**config.mk**
```make
export PLATFORM = sky130hd
export DESIGN_NAME = program_loader
export DESIGN_NICKNAME = d
export VERILOG_FILES = /design/src/rtl/program_loader.sv
export SDC_FILE = /design/constraint.sdc
export NUM_CORES = 1
export LEC_CHECK = 0
export BUFFER_PORTS_ARGS = -buffer_cell sky130_fd_sc_hd__buf_4
export CORE_AREA = 8 8 119 121
export DETAILED_ROUTE_END_ITERATION = 7
export DIE_AREA = 0 0 127 129
export PLACE_DENSITY = 0.87
export SLEW_MARGIN = 10
export SYNTH_ARGS = -nofsm -noshare
export SYNTH_HDL_FRONTEND = slang
export SYNTH_SLANG_ARGS = --single-unit
```
**constraint.sdc**
```tcl
create_clock -name clk_i -period 3.9 [get_ports clk_i]
set_input_delay 0.195 -clock clk_i [delete_from_list [all_inputs] [get_ports clk_i]]
set_output_delay 0.195 -clock clk_i [all_outputs]
set_load 0.005 [all_outputs]
```
**src/rtl/program_loader.sv**
```systemverilog
// Streams a header-described program image into instruction and data memory, then raises start_o.
// Optional trailer checksum stage is built when LOADER_CHECKSUM_EN is defined.
module program_loader #(
    parameter int IADDR_W = 8,
    parameter int DADDR_W = 5
) (
    input  logic               clk_i,
    input  logic               rst_i,
    input  logic [31:0]        in_data_i,
    input  logic               in_valid_i,
    output logic               in_ready_o,
    output logic               imem_we_o,
    output logic [IADDR_W-1:0] imem_addr_o,
    output logic [31:0]        imem_data_o,
    output logic               dmem_we_o,
    output logic [DADDR_W-1:0] dmem_addr_o,
    output logic [7:0]         dmem_data_o,
    output logic               start_o,
    output logic               err_o
);

    typedef enum logic [2:0] {
        IDLE,
        LOAD_I,
        LOAD_D,
        DRAIN_D,
        DONE,
        ERROR
`ifdef LOADER_CHECKSUM_EN
        , CHECK
`endif
    } state_t;

    localparam logic [31:0] IMEM_WORDS = 32'(1) << IADDR_W;
    localparam logic [31:0] DMEM_BYTES = 32'(1) << DADDR_W;

`ifdef LOADER_CHECKSUM_EN
    localparam state_t AFTER_PAYLOAD = CHECK;
`else
    localparam state_t AFTER_PAYLOAD = DONE;
`endif

    state_t             state_reg, state_next;
    logic [15:0]        ni_reg, ni_next;
    logic [15:0]        nd_reg, nd_next;
    logic [15:0]        cnt_reg, cnt_next;
    logic [1:0]         byte_reg, byte_next;
    logic [31:0]        word_reg, word_next;
    logic               imem_we_reg, imem_we_next;
    logic [IADDR_W-1:0] imem_addr_reg, imem_addr_next;
    logic [31:0]        imem_data_reg, imem_data_next;
    logic               dmem_we_reg, dmem_we_next;
    logic [DADDR_W-1:0] dmem_addr_reg, dmem_addr_next;
    logic [7:0]         dmem_data_reg, dmem_data_next;
    logic               start_reg, start_next;
    logic               err_reg, err_next;
`ifdef LOADER_CHECKSUM_EN
    logic [31:0]        sum_reg, sum_next;
`endif

    logic        ready;
    logic        xfer;
    logic [15:0] hdr_ni;
    logic [15:0] hdr_nd;
    logic        hdr_bad;
    logic [7:0]  lane [4];

    genvar gi;
    generate
        for (gi = 0; gi < 4; gi++) begin : g_lane
            assign lane[gi] = word_reg[8*gi +: 8];
        end
    endgenerate

    assign hdr_ni  = in_data_i[31:16];
    assign hdr_nd  = in_data_i[15:0];
    // Widen before scaling so a huge ND cannot alias back into range.
    assign hdr_bad = (32'(hdr_ni) > IMEM_WORDS) || ((32'(hdr_nd) << 2) > DMEM_BYTES);

    always_comb begin
        ready = 1'b0;
        case (state_reg)
            IDLE, LOAD_I, LOAD_D: ready = 1'b1;
`ifdef LOADER_CHECKSUM_EN
            CHECK:                ready = 1'b1;
`endif
            default:              ready = 1'b0;
        endcase
    end

    assign in_ready_o = ready && !rst_i;
    assign xfer       = in_valid_i && in_ready_o;

    always_comb begin
        state_next     = state_reg;
        ni_next        = ni_reg;
        nd_next        = nd_reg;
        cnt_next       = cnt_reg;
        byte_next      = byte_reg;
        word_next      = word_reg;
        imem_we_next   = 1'b0;
        imem_addr_next = imem_addr_reg;
        imem_data_next = imem_data_reg;
        dmem_we_next   = 1'b0;
        dmem_addr_next = dmem_addr_reg;
        dmem_data_next = dmem_data_reg;
`ifdef LOADER_CHECKSUM_EN
        sum_next       = sum_reg;
`endif

        case (state_reg)
            IDLE: begin
                if (xfer) begin
                    ni_next  = hdr_ni;
                    nd_next  = hdr_nd;
                    cnt_next = 16'd0;
`ifdef LOADER_CHECKSUM_EN
                    sum_next = 32'd0;
`endif
                    if (hdr_bad)
                        state_next = ERROR;
                    else if (hdr_ni != 16'd0)
                        state_next = LOAD_I;
                    else if (hdr_nd != 16'd0)
                        state_next = LOAD_D;
                    else
                        state_next = AFTER_PAYLOAD;
                end
            end

            LOAD_I: begin
                if (xfer) begin
                    imem_we_next   = 1'b1;
                    imem_addr_next = cnt_reg[IADDR_W-1:0];
                    imem_data_next = in_data_i;
`ifdef LOADER_CHECKSUM_EN
                    sum_next       = sum_reg + in_data_i;
`endif
                    if (cnt_reg == ni_reg - 16'd1) begin
                        cnt_next   = 16'd0;
                        state_next = (nd_reg != 16'd0) ? LOAD_D : AFTER_PAYLOAD;
                    end else begin
                        cnt_next   = cnt_reg + 16'd1;
                    end
                end
            end

            LOAD_D: begin
                if (xfer) begin
                    word_next  = in_data_i;
                    byte_next  = 2'd0;
`ifdef LOADER_CHECKSUM_EN
                    sum_next   = sum_reg + in_data_i;
`endif
                    state_next = DRAIN_D;
                end
            end

            DRAIN_D: begin
                // Bytes leave least significant first so memory[4j+3..4j] rebuilds the word.
                dmem_we_next   = 1'b1;
                dmem_addr_next = {cnt_reg[DADDR_W-3:0], byte_reg};
                dmem_data_next = lane[byte_reg];
                byte_next      = byte_reg + 2'd1;
                if (byte_reg == 2'd3) begin
                    if (cnt_reg == nd_reg - 16'd1) begin
                        state_next = AFTER_PAYLOAD;
                    end else begin
                        cnt_next   = cnt_reg + 16'd1;
                        state_next = LOAD_D;
                    end
                end
            end

`ifdef LOADER_CHECKSUM_EN
            CHECK: begin
                if (xfer)
                    state_next = (in_data_i == sum_reg) ? DONE : ERROR;
            end
`endif

            default: state_next = state_reg;
        endcase
    end

    // start_o follows the DONE state by one cycle so the last write always lands first.
    assign start_next = (state_reg == DONE);
    assign err_next   = (state_next == ERROR);

    always_ff @(posedge clk_i) begin
        if (rst_i) begin
            state_reg     <= IDLE;
            ni_reg        <= '0;
            nd_reg        <= '0;
            cnt_reg       <= '0;
            byte_reg      <= '0;
            word_reg      <= '0;
            imem_we_reg   <= 1'b0;
            imem_addr_reg <= '0;
            imem_data_reg <= '0;
            dmem_we_reg   <= 1'b0;
            dmem_addr_reg <= '0;
            dmem_data_reg <= '0;
            start_reg     <= 1'b0;
            err_reg       <= 1'b0;
`ifdef LOADER_CHECKSUM_EN
            sum_reg       <= '0;
`endif
        end else begin
            state_reg     <= state_next;
            ni_reg        <= ni_next;
            nd_reg        <= nd_next;
            cnt_reg       <= cnt_next;
            byte_reg      <= byte_next;
            word_reg      <= word_next;
            imem_we_reg   <= imem_we_next;
            imem_addr_reg <= imem_addr_next;
            imem_data_reg <= imem_data_next;
            dmem_we_reg   <= dmem_we_next;
            dmem_addr_reg <= dmem_addr_next;
            dmem_data_reg <= dmem_data_next;
            start_reg     <= start_next;
            err_reg       <= err_next;
`ifdef LOADER_CHECKSUM_EN
            sum_reg       <= sum_next;
`endif
        end
    end

    assign imem_we_o   = imem_we_reg;
    assign imem_addr_o = imem_addr_reg;
    assign imem_data_o = imem_data_reg;
    assign dmem_we_o   = dmem_we_reg;
    assign dmem_addr_o = dmem_addr_reg;
    assign dmem_data_o = dmem_data_reg;
    assign start_o     = start_reg;
    assign err_o       = err_reg;

endmodule

```
==> impl_metrics.ini, run 1 <==
[yosys]
ys.flop_type = dfxtp_1
synth_top_area_frac = 0.408
syn_area_mm2 = 0.00696
postSynthCellCount = 875
yosys.area.top_type = dfxtp_1
synth_cell_types = 78
synthesis.nets = 914
ys_seq_elements = 142
syn_avg_cell_area_um2 = 7.96
yosysWarnings = 0
synth_area_leaders = dfxtp_1 (41%), nand2_1 (14%), a21oi_1 (9.6%)
yosysSeqAreaShare = 0.408
synth_edf_count = 0
yosysMostFrequentCell = nand2_1
async_flop_share = 0
ys_top_cells_by_count = nand2_1 (252), dfxtp_1 (142), a21oi_1 (134), clkbuf_1 (46), nor2_1 (27)

[clock_network]
postCtsHoldBufs = 0
h-tree-depth = 4
cts_made_buffers = 17
cts_resized = 0
clk_latency_ps = 440
clk_pin_slew_ps = 70
cts_sinks = 142
cts_root_buf = clkbuf_16
cts_tree = yes
clock_path_buffers = 2
cts_setup_buffers = 0

[critical_path]
worst-path-max-fanout = 24
cp_data_required_time_ps = 4230
arrival_ps = 3660
r2r_cells = 10
cp-end-kind = flip-flop
startpoint_type = flip-flop
reg2reg_to = cnt_reg[14]
path_class = flip-flop to flip-flop
reg2reg_slack_ps = 570
r2r-start = nd_reg[0]

[placed_design]
dpl.hpwl_um = 13600
dpl_cell_area_mm2 = 0.00758
globalplace.congestion = 0.945
portBuffers = 92

[worst_hold_path]
hold_path_end = imem_data_o[9]
min_delay_path_depth = 3
hp-start = in_data_i[9]
hold_path.class = primary input to flip-flop

[power_and_ir_drop]
switchingPower_uw = 979
combPwrFrac = 0.105
p_leak_nw = 2.99
switching_share = 0.278
seq_power_share = 0.430
power_density_mw_per_mm2 = 431
p_clk_frac = 0.465
irDropWorstVdd_v = 0.000397
internal-power_mw = 2.54

[layout]
nFillCells = 946
diodes = 0
design_area_mm2 = 0.00817
final_nets = 971
multiInputGateArea_mm2 = 0.00371
ff_latch_area_mm2 = 0.00284
drive_gt1_frac = 0.195
synthToLayoutAreaGrowth_pct = 17.3

[grt]
grt_pass1_wl_um = 32200
grt_pass1_vias = 6434
gr-total-overflow = 0
antenna_found_initial = 0
grtUsageTotal = 0.243
grt_max_degree = 99

[timing]
fin_setup_tns_ps = 0
setup_viol = 0
finalHoldViolCount = 0
slew_headroom = 0.333
finalWorstPathRequiredPeriod_ps = 3330
finClkSkew_ps = 10.4
max_freq_mhz = 300
finalCritPeriodShare = 0.853
worstMarginPinSlew_ps = 1000
final_max_slew_viol_count = 0
rsz0062_at_grt = no

[route]
top_layer = met4
antenna_left = 0
dr_wl_met3_um = 1670
dr.pass1.iters = 7
wl_met2_um = 9700
wl_per_cell_um = 18.1
drt_iter0_markers = 650
vias = 6720
met1_length_um = 7810
routed_via_density = 6.14
finalWirelength_um = 19800
drc = 0

[floorplanning]
initial_core_util = 0.566
core_area_mm2 = 0.0123
die_w_um = 127
ios = 93
die-area_mm2 = 0.0164
chipHeight_um = 129
rows = 41

[flow_run]
drv_cap = 0

[outcome]
status = complete, no violations
## how the worst max path moves through the flow
stage,start,cells past startpoint,to,slack [ps]
CTS,nd_reg[0],10,cnt_reg[14],620
detailed placement,nd_reg[0],10,cnt_reg[14],640
global route,nd_reg[0],10,cnt_reg[14],280
global placement,nd_reg[0],10,cnt_reg[14],810
finish,nd_reg[0],10,cnt_reg[14],570
floorplan,nd_reg[0],11,cnt_reg[15],1000
## area by class of cell
class                      instances  share of cell area
sequential                       142               0.348
clock buffer                      17              0.0521
multi-input combinational        654               0.455
timing repair buffer             105              0.0965
tap                              150              0.0230
clock inverter                    15              0.0202
inverter                          12             0.00552
## power groups by stage
| stage | registers [mW] | clock network, mW | logic, mW |
|---|---|---|---|
| 6_report | 1.51 | 1.64 | 0.369 |
| 5_1_grt | 1.52 | 1.69 | 0.402 |
| 4_1_cts | 1.51 | 1.64 | 0.364 |
| 3_5_place_dp | 1.54 | 0 | 0.361 |
| 3_3_place_gp | 1.54 | 0 | 0.353 |
| 2_1_floorplan | 1.53 | 0 | 0.263 |
## worst max-delay path: stages (launching register included)
cell and delay [ps]:
dfxtp_1 400, inv_1 90, ha_1 260, nor4b_2 510
nand4_1 180, or2_0 240, a221o_1 360, nor4b_4 400
o31a_4 390, nor2_2 110, nor4_2 290
## stage by stage
| step | worst slack, ps | std cells | hold slack, ps | utilization | power, mW |
|---|---|---|---|---|---|
| 2_1_floorplan | 999 | 875 | 329 | - | 1.79 |
| 3_3_place_gp | 809 | 1063 | 439 | 0.615 | 1.90 |
| 3_5_place_dp | 639 | 1063 | 447 | 0.615 | 1.91 |
| 4_1_cts | 619 | 1095 | 33.9 | 0.663 | 3.51 |
| 5_1_grt | 279 | 1095 | 42.0 | 0.663 | 3.61 |
| 6_report | 571 | 1095 | 34.9 | 0.663 | 3.52 |
## metal layers
| metal | global-route usage | vias to the layer above |
|---|---|---|
| met1 | 0.283 | 3196 |
| met3 | 0.0567 | 45 |
| met2 | 0.416 | 320 |
| met5 | 0 | - |
| met4 | 0.114 | 0 |
| li1 | - | 3159 |
## kinds of logic after synthesis
group                    share of synthesized area
AND/OR/NAND/NOR                              0.278
AO/OA/AOI/OAI                                0.171
flip-flops                                   0.408
buffers and inverters                       0.0589
XOR/XNOR                                    0.0476
multiplexers                                0.0288
adder cells (fa/ha/maj)                    0.00719
## cells in the final DEF (no fill, tap or decap), drive strengths merged, types with 2 or more instances in the layout
cell	n
or4	5
nand4	10
or4b	3
inv	22
nand2b	2
o21ai	17
xnor2	20
and3	9
o211a	2
a211oi	6
mux4	8
or2	3
nand3	18
clkinv	3
nor3	23
nand3b	4
buf	105
and4	2
clkbuf	17
a21oi	139
o21a	2
o211ai	4
nor4b	3
dfxtp	142
a41oi	2
and2	2
nor2	28
nand2	254
or3	12
a31o	2
ha	4
nor4	23
a21boi	2
mux2i	2
o31ai	3
xor2	17
nand4b	2
o41ai	3
(Power assumes the default switching activity.)
==> run 2: changes to the inputs <==
--- a/config.mk
+++ b/config.mk
@@ -5,7 +5,7 @@
 export SDC_FILE = /design/constraint.sdc
 export NUM_CORES = 1
 export LEC_CHECK = 0
-export BUFFER_PORTS_ARGS = -buffer_cell sky130_fd_sc_hd__buf_4
+export BUFFER_PORTS_ARGS = -buffer_cell sky130_fd_sc_hd__clkbuf_2
 export CORE_AREA = 8 8 119 121
 export DETAILED_ROUTE_END_ITERATION = 7
 export DIE_AREA = 0 0 127 129
==> run 2 against run 1 <==
Via count up 0.30%. Sequential power is essentially flat. First-iteration DRC count rose by 3.8%. Clock skew down 4.8 ps. Register-to-register slack better by 60 ps. Cell count up 0.18%. Critical endpoint is now cnt_reg[12]. Utilization fell by 1.9 points. Combinational power is 5% lower.
==> impl_metrics.ini, run 2 (synthesized netlist as in run 1, its figures left out) <==
[floorplanning]
die-area_mm2 = 0.0164
die_w_um = 127
initial_core_util = 0.566
rows = 41
core_area_mm2 = 0.0123
ios = 93
chipHeight_um = 129

[timing]
setup_viol = 0
finalCritPeriodShare = 0.837
finClkSkew_ps = 5.65
finalWorstPathRequiredPeriod_ps = 3270
rsz0062_at_grt = no
final_max_slew_viol_count = 0
finalHoldViolCount = 0
setup_ws_ps = 634
worstMarginPinSlew_ps = 888
hold_slack_ps = 53.4
fin_setup_tns_ps = 0
slew_headroom = 0.408
max_freq_mhz = 306

[clock_network]
cts_resized = 0
cts_made_buffers = 17
h-tree-depth = 4
clk_pin_slew_ps = 60
clk_latency_ps = 420
cts_sinks = 142
cts_root_buf = clkbuf_16
cts_tree = yes
postCtsHoldBufs = 0
clock_path_buffers = 2
cts_setup_buffers = 0

[critical_path]
cp-startpoint = nd_reg[0]
reg2reg_to = cnt_reg[12]
r2r_cells = 10
cp-end-kind = flip-flop
r2r-start = nd_reg[0]
endpoint = cnt_reg[12]
reg2reg_slack_ps = 630
startpoint_type = flip-flop
arrival_ps = 3580
worst-path-max-fanout = 24
cp_data_required_time_ps = 4220
path_class = flip-flop to flip-flop

[layout]
final_nets = 973
layout_commonest_cell = nand2_1
diodes = 0
nFillCells = 961
layout_common_cells = nand2_1 (252), dfxtp_1 (142), a21oi_1 (134)
drive_gt1_frac = 0.195
synthToLayoutAreaGrowth_pct = 14.0
multiInputGateArea_mm2 = 0.00371
ff_latch_area_mm2 = 0.00284

[route]
wl_per_cell_um = 18.1
finalWirelength_um = 19900
routed_via_density = 6.14
vias = 6740
drc = 0
antenna_left = 0
drt_iter0_markers = 675
dr.pass1.iters = 5

[worst_hold_path]
min_delay_path_depth = 3
hold_path.class = primary input to flip-flop

[grt]
gr-total-overflow = 0
grt_pass1_vias = 6259
antenna_found_initial = 0
grtUsageTotal = 0.237
grt_pass1_wl_um = 31100
grt_max_degree = 79

[outcome]
status = complete, no violations

[placed_design]
globalplace.congestion = 0.959
dpl.hpwl_um = 13600
portBuffers = 92
pre_cts_slack_ps = 685

[flow_run]
drv_cap = 0

[power_and_ir_drop]
p_leak_nw = 2.90
power_density_mw_per_mm2 = 432
irDropWorstVdd_v = 0.000347
-- run 2: power by group --
group          switching (mW)  internal, mW
sequential             0.0359          1.48
clock                   0.654         0.905
combinational           0.216         0.136
total                   0.905          2.52
-- run 2: per-layer routing --
metal	routed length (um)	part of all wire	track usage
met3	1940	0.098	0.0588
met5	0	0	0
met2	9490	0.48	0.392
met4	957	0.048	0.143
met1	7470	0.38	0.275
-- run 2: worst min path at each step --
stage,startpoint,end,slack [ps]
finish,in_data_i[19],imem_data_o[19],50
global route,in_data_i[19],imem_data_o[19],70
CTS,in_data_i[19],imem_data_o[19],50
detailed placement,imem_data_o[15],imem_data_o[15],450
global placement,imem_data_o[31],imem_data_o[31],440
floorplan,in_data_i[10],nd_reg[10],330
-- run 2: final cells by class --
type / count / area share
Clock inverter: 13 / 0.0164
Clock buffer: 19 / 0.0558
Sequential cell: 142 / 0.358
Multi-Input combinational cell: 654 / 0.468
Tap cell: 150 / 0.0236
Timing Repair Buffer: 107 / 0.0725
Inverter: 12 / 0.00568
-- run 2: critical path, cell delays in order (launching register included) --
cell and delay (ps):
dfxtp_1 400, inv_1 110, ha_1 260, or4b_4 520, o21ai_0 170, nand4_1 100
a2111oi_0 410, nor4b_4 430, o31a_4 370, nor2_2 110, nor4_2 280
-- run 2: per-stage QoR --
step	instances	total power [mW]	util	instance area (um2)
after CTS	1097	3.42	0.645	7940
after global placement	1065	1.88	0.598	7360
after floorplan	875	1.79	-	6960
final	1097	3.42	0.645	7940
after detailed placement	1065	1.89	0.598	7360
after global routing	1097	3.53	0.645	7940
